**config.mk**
```make
export PLATFORM = sky130hd
export DESIGN_NAME = sonic_address_generator
export DESIGN_NICKNAME = d
export VERILOG_FILES = /design/src/rtl/sonic_address_generator.sv
export SDC_FILE = /design/constraint.sdc
export NUM_CORES = 1
export LEC_CHECK = 0
export CORE_ASPECT_RATIO = 1.5
export CORE_MARGIN = 5
export CORE_UTILIZATION = 40
export DETAILED_ROUTE_END_ITERATION = 10
export PLACE_DENSITY = 0.69
export SYNTH_ARGS = -nofsm -noshare
export SYNTH_HDL_FRONTEND = slang
export SYNTH_SLANG_ARGS = --single-unit
```
**constraint.sdc**
```tcl
create_clock -name clk_in -period 2.3 [get_ports clk_in]
set_input_delay 0.46 -clock clk_in [delete_from_list [all_inputs] [get_ports clk_in]]
set_output_delay 0.46 -clock clk_in [all_outputs]
set_load 0.01 [all_outputs]
```
**src/rtl/sonic_address_generator.sv**
```systemverilog
// sonic_address_generator
// Producer of linear DMA buffer addresses for the sonic address converter.
// A start command loads a base address and a word count. The block then
// offers one address per accepted valid/ready handshake. Each address is
// STRIDE above the previous one, wrapping modulo 2^ADDR_WIDTH. A one-cycle
// done pulse marks the normal end of a run.
module sonic_address_generator #(
    parameter int ADDR_WIDTH = 13,
    parameter int CNT_WIDTH  = 14,
    parameter int STRIDE     = 1
) (
    input  logic                  clk_in,
    input  logic                  rst_in,
    input  logic                  start_in,
    input  logic [ADDR_WIDTH-1:0] base_in,
    input  logic [CNT_WIDTH-1:0]  count_in,
    input  logic                  abort_in,
    output logic [ADDR_WIDTH-1:0] address_out,
    output logic                  addr_valid_out,
    input  logic                  addr_ready_in,
    output logic                  busy_out,
    output logic                  done_out,
    output logic [CNT_WIDTH-1:0]  words_left_out
);

    typedef enum logic [1:0] {
        IDLE = 2'd0,
        RUN  = 2'd1,
        DONE = 2'd2
    } state_t;

    localparam logic [ADDR_WIDTH-1:0] STEP     = ADDR_WIDTH'(STRIDE);
    localparam logic [CNT_WIDTH-1:0]  CNT_ZERO = '0;
    localparam logic [CNT_WIDTH-1:0]  CNT_ONE  = CNT_WIDTH'(1);

    state_t                  state;
    state_t                  state_next;
    logic [ADDR_WIDTH-1:0]   addr;
    logic [ADDR_WIDTH-1:0]   addr_next;
    logic [CNT_WIDTH-1:0]    left;
    logic [CNT_WIDTH-1:0]    left_next;
    logic                    accept;

    // Address step. Unsigned overflow of the ADDR_WIDTH-bit sum is the
    // intended modulo-2^ADDR_WIDTH wrap, so no flag and no stall are needed.
    function automatic logic [ADDR_WIDTH-1:0] wrap_add(input logic [ADDR_WIDTH-1:0] a);
        return a + STEP;
    endfunction

    // A word is consumed only while an address is actually on offer.
    assign accept = (state == RUN) && addr_ready_in;

    // State, address and remaining-count registers; reset wins over everything
    always_ff @(posedge clk_in) begin
        if (rst_in) begin
            state <= IDLE;
            addr  <= '0;
            left  <= '0;
        end else begin
            state <= state_next;
            addr  <= addr_next;
            left  <= left_next;
        end
    end

    // Next-state and next-datapath decode
    always_comb begin
        state_next = state;
        addr_next  = addr;
        left_next  = left;
        case (state)
            IDLE: begin
                if (start_in) begin
                    if (count_in != CNT_ZERO) begin
                        addr_next  = base_in;
                        left_next  = count_in;
                        state_next = RUN;
                    end else begin
                        state_next = DONE;
                    end
                end
            end
            RUN: begin
                // An abort beats a simultaneous acceptance. The word still
                // counts as taken by the consumer, but nothing further is
                // issued and no completion is reported.
                if (abort_in) begin
                    left_next  = CNT_ZERO;
                    state_next = IDLE;
                end else if (accept) begin
                    if (left == CNT_ONE) begin
                        left_next  = CNT_ZERO;
                        state_next = DONE;
                    end else begin
                        addr_next = wrap_add(addr);
                        left_next = left - CNT_ONE;
                    end
                end
            end
            DONE: begin
                state_next = IDLE;
            end
            default: begin
                state_next = IDLE;
            end
        endcase
    end

    // Handshake and status outputs come straight from registered state,
    // so they are glitch-free and all read zero right after reset.
    assign address_out    = addr;
    assign words_left_out = left;
    assign addr_valid_out = (state == RUN);
    assign busy_out       = (state == RUN);
    assign done_out       = (state == DONE);

endmodule

```
==> results <==
- The flow ran to the end, and the final reports show no timing, DRC or antenna violations.
- The number of warning messages in the yosys log is 0.
- The count of endpoints failing setup in the final report is 0.
- The count of non-filler cells in the finished layout is 409.
- The count of buffers from port buffering is 61.
- The multi-input logic area is 1250 um2.
- The routability congestion estimate is 0.915.
- The slew at the pin closest to its max-slew limit is 0.721 ns.
- The repair_antennas step left the layout with diodes totalling 0.
- The worst register-to-register path ends at address_out[11].
- The power after layout is 0.00174 W.
- Buffers inserted during clock tree synthesis total 5.
- The number of placed cells counting well taps is 400.
- For this block, the routed nets add up to 6560 um of wire.
- The number of different library cells used by synthesis comes to 50.
- Setup repair after global routing could not meet its margin everywhere.
- Entering global routing, the biggest net connects 28 pins.
- The wire length per cell is 16.0 um.
- During I/O placement, the number of pins put on the boundary was 62.
- The worst setup path is captured at a flop.
- The clock-pin slew on the worst setup and hold paths is 0.07 ns.
- Derived from the worst setup path, the maximum achievable clock frequency is 457 MHz.
- For this run the aggregate overflow at the end of global routing stands at 0.
- The sum of negative setup slack is 0 ns.
- The worst-case register-to-register setup slack is 0.11 ns.
- The worst setup path is launched from a flop.
- Detailed routing inserted a total of 2313 vias.
- For the final database, setup skew stands at 0.00566 ns.
- The power per cell area is 583 nW/um2.
- The starting density of the core is 0.407.
- In the finished design, the share of the clock period the worst path needs comes to 0.952.
- The synthesized design contains 0 enable-type register cells.
- TritonCTS built the clock tree.
- The maximum number of buffers from clock root to sink is 2.
- The global-route wire length before repair is 10600 um.
- The biggest fanout along the worst timing path is 6.
- The number of detailed-route iterations in the first pass is 4.
- The total leakage power is 1.11 nW.
- The register area share after synthesis is 0.299.
- The layout has 441 filler cells.
- The startpoint identified for the worst register-to-register timing path is words_left_out[1].
- The most used flip-flop cell after synthesis is sky130_fd_sc_hd__dfxtp_1.
- For the worst setup path, the data required time is 2.46 ns.
- Measured against its own limit, the worst slew margin works out to 0.518.
- The clock tree root buffer cell is sky130_fd_sc_hd__clkbuf_8.
- The total clock sinks is 29.
- The commonest cells after synthesis are 39 x sky130_fd_sc_hd__nand2_1, 29 x sky130_fd_sc_hd__dfxtp_1, 22 x sky130_fd_sc_hd__a21oi_1, 18 x sky130_fd_sc_hd__nor2_1, 12 x sky130_fd_sc_hd__o32ai_1.
- Sorting the synthesized cells by area gives the leading types as sky130_fd_sc_hd__dfxtp_1 30%, sky130_fd_sc_hd__nand2_1 7.5%, sky130_fd_sc_hd__a21oi_1 5.7%, sky130_fd_sc_hd__o32ai_1 5.4%, sky130_fd_sc_hd__nor2_1 3.5%.
- In the global route stage, overall resource usage came out at 0.216.
- The path class of the tightest hold or removal check is flop to flop.
- The share of layout cells above drive strength 1 is 0.204.
- The number of cells on the worst reg-to-reg path is 9.
- The die area is 6370 um2.
- The proportion of synthesized flip-flops having asynchronous set or reset is 0.
- The core area is 4770 um2.
- Relative to the synthesized area, the layout overhead comes to 54.0%.
- The cell type contributing the most total cell area after synthesis is sky130_fd_sc_hd__dfxtp_1.
- The number of hold violations in the final report came to 0.
- sky130_fd_sc_hd__nand2_1 is the most common cell in the netlist.
- The worst setup path startpoint is words_left_out[1].
- By startpoint and endpoint, the worst setup path is classified as flop to flop.
- The synthesized netlist occupies a cell area of 1940 um2.
- The max-slew violation count is 0.
- In this run the remaining antenna-violating nets after routing total 0.
- The area share of the largest cell type after synthesis is 0.299.
- CTS built an H-tree with a depth of 2.
- The critical path ends at address_out[11].
- The HPWL after detailed placement is 4870 um.
- The maximum vdd ir drop is 0.000422 V.
- The worst hold path depth is 2.
- The number of nets in the synthesized netlist is 287.
- The via count normalized by instance count is 5.66.
- The mean instance size in the synthesized netlist is 7.70 um2.
- The number of flip-flops and latches in the synthesized netlist is 29.
- The floorplan has 31 rows.
- The number of DRC markers after the initial detailed-route iteration is 175.
- The height of the die is 95.3 um.
- Final hold analysis gives a worst-case slack of 0.493 ns.
- Synthesis produced 252 cells.
- Data on the critical path arrives at its endpoint at 2.34 ns.
- The chip width is 66.9 um.
- Max-cap violations in this run came to 0.
- At the end of the flow, the number of nets in the layout was 377.
- For this run, design rule violations remaining after detail routing come to 0.
- The clock latency at the later pin of the worst-skew pair is 0.28 ns.
- The final critical-path required period is 2.19 ns.
- The number of antenna violations at the first check in global routing came to 0.
- The via count of the first global-routing pass came to 2229.
- Registers take 581 um2.
layer usage:
metal  routed length [um]  GRT usage  vias up  part of all wire
met5                    0          0        -                 0
met4                  153     0.0863        0             0.023
met3                  323     0.0342       18             0.049
met2                 3480      0.392       69              0.53
met1                 2600      0.247     1091              0.40
li1                     -          -     1135                 -
cell type report:
type | instances | share of cell area
multi-input combinational | 193 | 0.418
inverter | 11 | 0.0151
timing repair buffer | 102 | 0.311
tap | 66 | 0.0276
sequential | 29 | 0.194
clock inverter | 1 | 0.00168
clock buffer | 7 | 0.0323
how the worst min path moves through the flow:
stage | endpoint | start | slack, ns
detailed placement | words_left_out[10] | words_left_out[10] | 0.48
finish | words_left_out[10] | words_left_out[10] | 0.49
CTS | words_left_out[10] | words_left_out[10] | 0.49
global placement | words_left_out[10] | words_left_out[10] | 0.46
global route | words_left_out[10] | words_left_out[10] | 0.50
floorplan | state[1] | state[1] | 0.47
logic make-up (layout without fill, tap and decap cells):
family,after synthesis,count (layout),synth area share
AND/OR/NAND/NOR,104,104,0.275
AO/OA/AOI/OAI,84,84,0.326
buffers and inverters,30,121,0.0710
flip-flops,29,29,0.299
adder cells (fa/ha/maj),3,3,0.0194
XOR/XNOR,2,2,0.00903
report_power, final:
part | switching, W | internal, W | total (W)
Clock | 0.000205 | 0.000270 | 0.000475
Combinational | 0.000321 | 0.000340 | 0.000661
Sequential | 0.0000547 | 0.000550 | 0.000605
layout by cell type (no fill, tap or decap), types with 5 or more instances in the layout:
cell / n
sky130_fd_sc_hd__nand3_1: 5
sky130_fd_sc_hd__nor3_1: 11
sky130_fd_sc_hd__a22oi_1: 5
sky130_fd_sc_hd__o32ai_1: 12
sky130_fd_sc_hd__nor4_1: 6
sky130_fd_sc_hd__nor2_1: 18
sky130_fd_sc_hd__a21oi_1: 22
sky130_fd_sc_hd__o21ai_0: 5
sky130_fd_sc_hd__clkdlybuf4s50_1: 59
sky130_fd_sc_hd__a211oi_1: 5
sky130_fd_sc_hd__inv_1: 10
sky130_fd_sc_hd__dfxtp_1: 29
sky130_fd_sc_hd__a32oi_1: 5
sky130_fd_sc_hd__nand2_1: 39
sky130_fd_sc_hd__clkbuf_8: 7
sky130_fd_sc_hd__buf_4: 40
state kept, by name, summed over array words and instances, names as in the netlist:
signal,cells
words_left_out,14
state,2
address_out,13
through the flow:
| stage | instance area, um2 | util | worst slack, ns |
|---|---|---|---|
| 3_5_place_dp | 2850 | 0.597 | -0.314 |
| 5_1_grt | 2990 | 0.626 | -0.0153 |
| 3_3_place_gp | 2850 | 0.597 | -0.241 |
| 6_report | 2990 | 0.626 | 0.111 |
| 4_1_cts | 2970 | 0.622 | 0.0155 |
| 2_1_floorplan | 1940 | - | 0.156 |
repair_timing:
action,CTS,global route
resized for setup,6,2
setup endpoints to repair,13,14
gates cloned,0,0
hold buffers,0,0
hold endpoints to repair,0,0
pin swaps,1,2
buffers inserted,0,1
worst max-delay path: stages (launching register included):
cell	delay (ns)
sky130_fd_sc_hd__dfxtp_1	0.32
sky130_fd_sc_hd__inv_1	0.07
sky130_fd_sc_hd__ha_1	0.21
sky130_fd_sc_hd__or4b_4	0.50
sky130_fd_sc_hd__nor4b_4	0.28
sky130_fd_sc_hd__buf_4	0.17
sky130_fd_sc_hd__a2bb2oi_4	0.17
sky130_fd_sc_hd__buf_4	0.18
sky130_fd_sc_hd__a21o_1	0.11
sky130_fd_sc_hd__a21oi_2	0.05
Power figures use the tool's default switching activity.
